[src/rtl/uart_echo_top.sv]
// uart_echo_top: 8N1 UART receiver that shows each good byte on the LEDs and echoes it back
module uart_echo_top #(
  parameter int         CLK_HZ       = 125_000_000,
  parameter int         BAUD         = 115_200,
  parameter int         CLKS_PER_BIT = CLK_HZ / BAUD,
  parameter logic [7:0] LED_IDLE     = 8'hF0
) (
  input  logic       clk,
  input  logic       reset,
  input  logic       uart_rxd,
  output logic       uart_txd,
  output logic [7:0] led,
  input  logic       sw_1
);
  localparam int CW = $clog2(CLKS_PER_BIT + 1);
  localparam logic [CW-1:0] LAST = CW'(CLKS_PER_BIT - 1);
  localparam logic [CW-1:0] MID  = CW'(CLKS_PER_BIT / 2 - 1);
  typedef enum logic [1:0] {IDLE, START, DATA, STOP} state_t;
  state_t rx_st_q, rx_st_d, tx_st_q, tx_st_d;
  logic meta_q, sync_q;
  logic [CW-1:0] rx_cnt_q, rx_cnt_d, tx_cnt_q, tx_cnt_d;
  logic [2:0] rx_bit_q, rx_bit_d, tx_bit_q, tx_bit_d;
  logic [7:0] rx_sh_q, rx_sh_d, tx_sh_q, tx_sh_d, led_q, led_d;
  logic txd_q, txd_d, rx_valid;
  logic unused;
  assign unused = sw_1;
  assign led = led_q;
  assign uart_txd = txd_q;
  // receiver: find the start edge, confirm it mid-bit, then sample each bit at its centre
  always_comb begin
    rx_st_d = rx_st_q;
    rx_cnt_d = rx_cnt_q + 1'b1;
    rx_bit_d = rx_bit_q;
    rx_sh_d = rx_sh_q;
    rx_valid = 1'b0;
    case (rx_st_q)
      IDLE: begin
        rx_cnt_d = '0;
        rx_st_d = sync_q ? IDLE : START;
      end
      START: if (rx_cnt_q == MID) begin
        rx_cnt_d = '0;
        rx_bit_d = '0;
        rx_st_d = sync_q ? IDLE : DATA;
      end
      DATA: if (rx_cnt_q == LAST) begin
        rx_cnt_d = '0;
        rx_sh_d = {sync_q, rx_sh_q[7:1]};
        rx_bit_d = rx_bit_q + 3'd1;
        rx_st_d = (rx_bit_q == 3'd7) ? STOP : DATA;
      end
      default: if (rx_cnt_q == LAST) begin
        rx_cnt_d = '0;
        rx_valid = sync_q;
        rx_st_d = IDLE;
      end
    endcase
  end
  // transmitter: takes a byte only when idle; txd is registered one cycle behind the state
  always_comb begin
    tx_st_d = tx_st_q;
    tx_cnt_d = tx_cnt_q + 1'b1;
    tx_bit_d = tx_bit_q;
    tx_sh_d = tx_sh_q;
    txd_d = (tx_st_q == START) ? 1'b0 : (tx_st_q == DATA) ? tx_sh_q[0] : 1'b1;
    led_d = rx_valid ? rx_sh_q : led_q;
    case (tx_st_q)
      IDLE: begin
        tx_cnt_d = '0;
        tx_sh_d = rx_valid ? rx_sh_q : tx_sh_q;
        tx_st_d = rx_valid ? START : IDLE;
      end
      START: if (tx_cnt_q == LAST) begin
        tx_cnt_d = '0;
        tx_bit_d = '0;
        tx_st_d = DATA;
      end
      DATA: if (tx_cnt_q == LAST) begin
        tx_cnt_d = '0;
        tx_sh_d = {1'b0, tx_sh_q[7:1]};
        tx_bit_d = tx_bit_q + 3'd1;
        tx_st_d = (tx_bit_q == 3'd7) ? STOP : DATA;
      end
      default: if (tx_cnt_q == LAST) begin
        tx_cnt_d = '0;
        tx_st_d = IDLE;
      end
    endcase
  end
  // state registers; reset drops any frame in flight and forces the line idle
  always_ff @(posedge clk or negedge reset) begin
    if (!reset) begin
      meta_q <= 1'b1;
      sync_q <= 1'b1;
      rx_st_q <= IDLE;
      rx_cnt_q <= '0;
      rx_bit_q <= '0;
      rx_sh_q <= '0;
      tx_st_q <= IDLE;
      tx_cnt_q <= '0;
      tx_bit_q <= '0;
      tx_sh_q <= '0;
      txd_q <= 1'b1;
      led_q <= LED_IDLE;
    end else begin
      meta_q <= uart_rxd;
      sync_q <= meta_q;
      rx_st_q <= rx_st_d;
      rx_cnt_q <= rx_cnt_d;
      rx_bit_q <= rx_bit_d;
      rx_sh_q <= rx_sh_d;
      tx_st_q <= tx_st_d;
      tx_cnt_q <= tx_cnt_d;
      tx_bit_q <= tx_bit_d;
      tx_sh_q <= tx_sh_d;
      txd_q <= txd_d;
      led_q <= led_d;
    end
  end
endmodule

[config.mk]
export PLATFORM = sky130hd
export DESIGN_NAME = uart_echo_top
export DESIGN_NICKNAME = d
export VERILOG_FILES = /design/src/rtl/uart_echo_top.sv
export SDC_FILE = /design/constraint.sdc
export NUM_CORES = 1
export LEC_CHECK = 0
export CAP_MARGIN = 20
export CORE_ASPECT_RATIO = 0.8
export CORE_MARGIN = 2
export CORE_UTILIZATION = 40
export DETAILED_ROUTE_END_ITERATION = 7
export GPL_TIMING_DRIVEN = 0
export SLEW_MARGIN = 20
export SYNTH_ARGS = -nofsm -noshare
export SYNTH_HDL_FRONTEND = slang
export SYNTH_SLANG_ARGS = --single-unit
[constraint.sdc]
create_clock -name clk -period 2 [get_ports clk]
set_clock_uncertainty 0.1 [all_clocks]
set_input_delay 0.5 -clock clk [delete_from_list [all_inputs] [get_ports clk]]
set_output_delay 0.5 -clock clk [all_outputs]
set_load 0.05 [all_outputs]
Yosys cells after proc, flatten, opt, wreduce, memory -nomap -nowiden
Index checks and enable logic that the tools add are counted.
Storage, ports and cells
  word-level logic and storage cells: 75
  register bits after elaboration: 59
Operators by class
  multiplexer cells: 31
  add/subtract/negate cells: 4
  reduce and logical (&&, ||, !) cells: 14
  equal/unequal tests: 14
Operators with widths (count)
  11-bit two-way mux: 4
  11-bit by 1-bit adder with 11-bit output (second input constant): 2
  11-bit == test (second input constant): 2
  11-bit case mux with 2 select lines: 1
  8-bit two-way mux: 2
  8-bit case mux with 2 select lines: 1
  3-bit AND reduction: 5
  2-bit two-way mux: 7
  3-bit two-way mux: 4
  2-bit case mux with 3 select lines: 2
  3-bit case mux with 2 select lines: 2
  11-bit by 10-bit == test with 1-bit output (second input constant): 1
  1-bit two-way mux: 8
  2-bit nonzero test: 4
  3-bit by 1-bit adder with 3-bit output (second input constant): 2
  3-bit == test (second input constant): 2
  2-bit inequality test (second input constant): 3
  2-bit by 1-bit == test with 1-bit output (second input constant): 2
  2-bit == test (second input constant): 2
  2-bit logical NOT: 2
  2-bit by 1-bit inequality test with 1-bit output (second input constant): 2
  3-bit nonzero test: 1
  3-bit OR reduction: 1
  2-bit AND reduction: 1

Depth between registers and ports, before layout
  word-level depth: 5
  mapped depth: 7
  mapped depth without buffers: 6

Worst setup path after synthesis
No wires, ideal clock.
  path type: reg-to-reg
  start point: reg tx_cnt_q[0]
  end point: reg tx_sh_q[1]
  stages on the path, launching flop included: 7
  required time: 1.775 ns
  path slack: -0.066 ns
  period minus slack after synthesis: 2.066 ns
  library setup time: 0.125 ns
  data arrival time: 1.841 ns
  path through: dfrtp_1 inv_1 ha_1 nor4bb_1 nand4_1 a2bb2oi_4 mux2_2
Between the ends
  longest elaborated chain between the ends: 3
RTL lines
  from (decl): line 21  | logic [CW-1:0] rx_cnt_q, rx_cnt_d, tx_cnt_q, tx_cnt_d;
  from (signal assigned): line 113  | tx_cnt_q <= tx_cnt_d;
  11-bit == test: line 78  | DATA: if (tx_cnt_q == LAST) begin
  2-bit by 1-bit inequality test with 1-bit output (no line)
  3-bit AND reduction (no line)
  to (signal assigned): line 115  | tx_sh_q <= tx_sh_d;
  to (decl): line 23  | logic [7:0] rx_sh_q, rx_sh_d, tx_sh_q, tx_sh_d, led_q, led_d;
Every way passes these cells.
A chain may end at the register's enable or synchronous reset.

Final worst setup path
  start point: reg rx_cnt_q[8]
  end point: reg tx_sh_q[2]
Between the ends
  longest elaborated chain between the ends: 5
RTL lines
  from (decl): line 21
  from (signal assigned): line 109  | rx_cnt_q <= rx_cnt_d;
  11-bit == test: line 52  | default: if (rx_cnt_q == LAST) begin
  1-bit two-way mux: line 52
  1-bit two-way mux: line 36  | case (rx_st_q)
  2-bit inequality test (no line)
  3-bit AND reduction (no line)
Every way passes these cells.

==> flow_metrics.py <==
metrics = {
    "route": {
        "wl_per_cell_um": 14.51,
        "detail_route.iter0.violations": 58,
        "drcViolationCount": 0,
        "via_count": 1795,
        "drtAntennaViolNets": 0,
        "first_pass_iters": 5,
        "drt-total-wl_um": 5179,
        "viasPerCell": 5.028,
    },
    "logic_synthesis": {
        "syn_nets": 247,
        "synth.ff_latch_count": 59,
        "syn-mean-instance-area_sq_um": 12.15,
        "synthArstFlopShare_pct": 100.0,
        "synth_edf_count": 0,
        "synth_common_cells": "dfrtp_1 (52), mux2_2 (31), nor2_1 (20)",
        "yosys-top-cells-area": "dfrtp_1 (47%), mux2_2 (12%), dfstp_2 (6.6%), ha_1 (5.8%), nor2_1 (2.7%)",
        "syn-cell-area_sq_um": 2795,
        "synth_cell_type_count": 41,
        "yosys.area.top_type": "dfrtp_1",
        "synthMostInstantiatedCell": "dfrtp_1",
        "yosys_warnings": 0,
        "synth_top_area_share_pct": 46.55,
        "yosysSeqAreaShare_pct": 53.13,
        "ys.flop_type": "dfrtp_1",
        "netlist_instances": 230,
    },
    "critical_path": {
        "cp_slowest_stage_delay_ps": 420,
        "end_kind": "flop",
        "arrival_ps": 2130,
        "worstPathCellList": "or3_4 -> nor4_4 -> a2bb2oi_4 -> buf_12 -> mux2_4",
        "critical_path_class": "flop to flop",
        "crit_path_start": "rx_cnt_q[8]",
        "crit_family": "simple AND/OR/NAND/NOR gates",
        "r2r_start": "rx_cnt_q[8]",
        "start_kind": "flop",
        "cp.required_ps": 2120,
        "worst-path-buf-inv": 1,
        "worstPathMaxFanout": 8,
        "slowest_stage": "dfrtp_1",
    },
    "cells_and_area": {
        "drive_gt1_share_pct": 32.59,
        "nets": 282,
        "final_area_sq_um": 3448,
        "antenna_cells": 0,
        "area_delta_synth_final_pct": 23.37,
    },
    "timing": {
        "fin_crit_sh_pct": 100.7,
        "drv_slew": 0,
        "fmax_ghz": 0.4966,
        "worstMarginPinSlew_ps": 492.3,
        "rsz0062_at_grt": "yes",
        "setup_tns_ps": -69.70,
        "setup_viol": 6,
        "fin_crit_ps": 2014,
        "hold_viol_final": 0,
        "worst_slack_ps": -13.54,
        "slew_headroom_pct": 67.31,
    },
    "global_routing": {
        "grt_pass1_vias": 1870,
        "grt_antenna_before_repair": 0,
        "grt_max_degree": 38,
        "grt_util_all_layers_pct": 14.60,
        "grt-ovfl-total": 0,
        "grt_pass1_wl_um": 8769,
    },
    "outcome": {
        "status": "complete, but fails checks",
        "violations": "setup timing",
    },
    "cts": {
        "numCtsBuffers": 9,
        "htree_levels": 3,
        "cts_root_buf": "clkbuf_8",
        "cts.clk_slew.worst_paths_ps": 70,
        "clock_sinks": 59,
        "worstSkewPairLatency_ps": 330,
        "cts_tree": "built",
        "cts_max_path_buffers": 2,
    },
    "placed_design": {
        "place.gp.congestion": 0.7398,
        "io_buffers": 11,
        "dpl.hpwl_um": 3199,
        "postPlaceCellArea_sq_um": 3038,
    },
    "pwr": {
        "p_leak_nw": 1.552,
        "finalPower_mw": 2.357,
        "powerDensity_nw_per_um2": 683.5,
        "ir_drop_v": 0.0003690,
    },
    "worst_hold_path": {
        "worstHoldStart": "meta_q",
        "hold_path_class": "flop to flop",
    },
    "floorplan": {
        "design.core.area_sq_um": 6824,
        "fp.dieArea_sq_um": 7677,
        "start_util_pct": 40.96,
        "die_x_um": 97.46,
        "num_io_pins": 13,
        "row_count": 27,
        "die_h_um": 78.77,
    },
    "run": {
        "maxCapViolCount": 0,
    },
}
[placed cells by master (no fill, tap or decap), drive strengths merged, types with 3 or more instances in the layout]
cell type / netlist / final
nor2b: 4 / 4
ha: 13 / 13
xor2: 8 / 8
xnor2: 7 / 7
inv: 11 / 11
dlygate4sd2: 0 / 4
a21oi: 4 / 4
and3: 3 / 3
dfstp: 7 / 7
nand2: 10 / 10
mux2: 31 / 31
or3: 4 / 4
nand4: 7 / 7
nand3: 6 / 6
dfrtp: 52 / 52
nor4: 4 / 4
nor2: 20 / 20
clkbuf: 2 / 19
o21ai: 6 / 6
buf: 4 / 18
[final cells by class]
cell class	count	area (sq um)
Buffer	5	36.28
Clock buffer	15	176.4
Sequential cell	59	1488
Tap cell	87	108.9
Inverter	11	41.29
Multi-Input combinational cell	154	1348
Fill cell	613	3376
Timing Repair Buffer	25	220.2
Clock inverter	1	30.03
[sequential cells by signal, indices dropped and copies added (netlist names)]
signal,flops
sync_q,1
tx_bit_q,3
rx_bit_q,3
rx_cnt_q,11
led,8
rx_sh_q,8
rx_st_q,2
tx_sh_q,8
tx_cnt_q,11
tx_st_q,2
meta_q,1
uart_txd,1
[per-layer routing]
metal  track usage (%)  vias up  wire length, um  share of wire [%]
met5                 0        -                0                  0
met4             5.278        0               71                1.4
met3             6.074        9              181                3.5
met2             21.45       23             2274                 44
met1             19.50      879             2652                 51
li1                  -      884                -                  -
[path summary, 6_finish.rpt]
| path | slack (ps) | cells past startpoint | end |
|---|---|---|---|
| max in group asynchronous | 720 | 3 | uart_txd |
| min reg2reg | 260 | 0 | sync_q |
| max | -10 | 5 | tx_sh_q[2] |
| max reg2reg | -10 | 5 | tx_sh_q[2] |
| min in group asynchronous | 520 | 2 | rx_cnt_q[0] |
| min | 260 | 0 | sync_q |
[through the flow]
stage / util (%) / hold WS (ps) / cells / setup WS, ps
final: 50.53 / 255.0 / 357 / -13.54
after global routing: 50.53 / 260.5 / 357 / -81.91
after CTS: 49.74 / 256.4 / 355 / -47.72
after detailed placement: 44.52 / 247.2 / 329 / -179.1
after global placement: 44.26 / 246.3 / 328 / -1581
after floorplan: - / 104.4 / 230 / 22.59
[logic make-up (layout without fill, tap and decap cells)]
group           after synthesis  count (layout)  synth area share (%)
compound gates               22              22                 6.044
mux                          33              33                 13.20
flops                        59              59                 53.13
fa+ha+maj                    13              13                 5.819
simple gates                 71              71                 14.46
buf+inv                      17              57                 2.641
xor+xnor                     15              15                 4.700
[what timing repair did]
| action | CTS | global route |
|---|---|---|
| pin swaps | 6 | 4 |
| hold endpoints to repair | 20 | 0 |
| resized for setup | 27 | 19 |
| setup buffers | 10 | 2 |
| endpoints found under the setup margin | 42 | 49 |
| hold buffers | 1 | 0 |
[where the power goes]
| group | total (mW) | switching, mW | internal [mW] | leakage [nW] |
|---|---|---|---|---|
| Clock | 1.12 | 0.444 | 0.680 | 0.104 |
| Combinational | 0.0330 | 0.0245 | 0.00849 | 0.666 |
| Sequential | 1.20 | 0.00190 | 1.20 | 0.781 |
(Power assumes the default switching activity.)
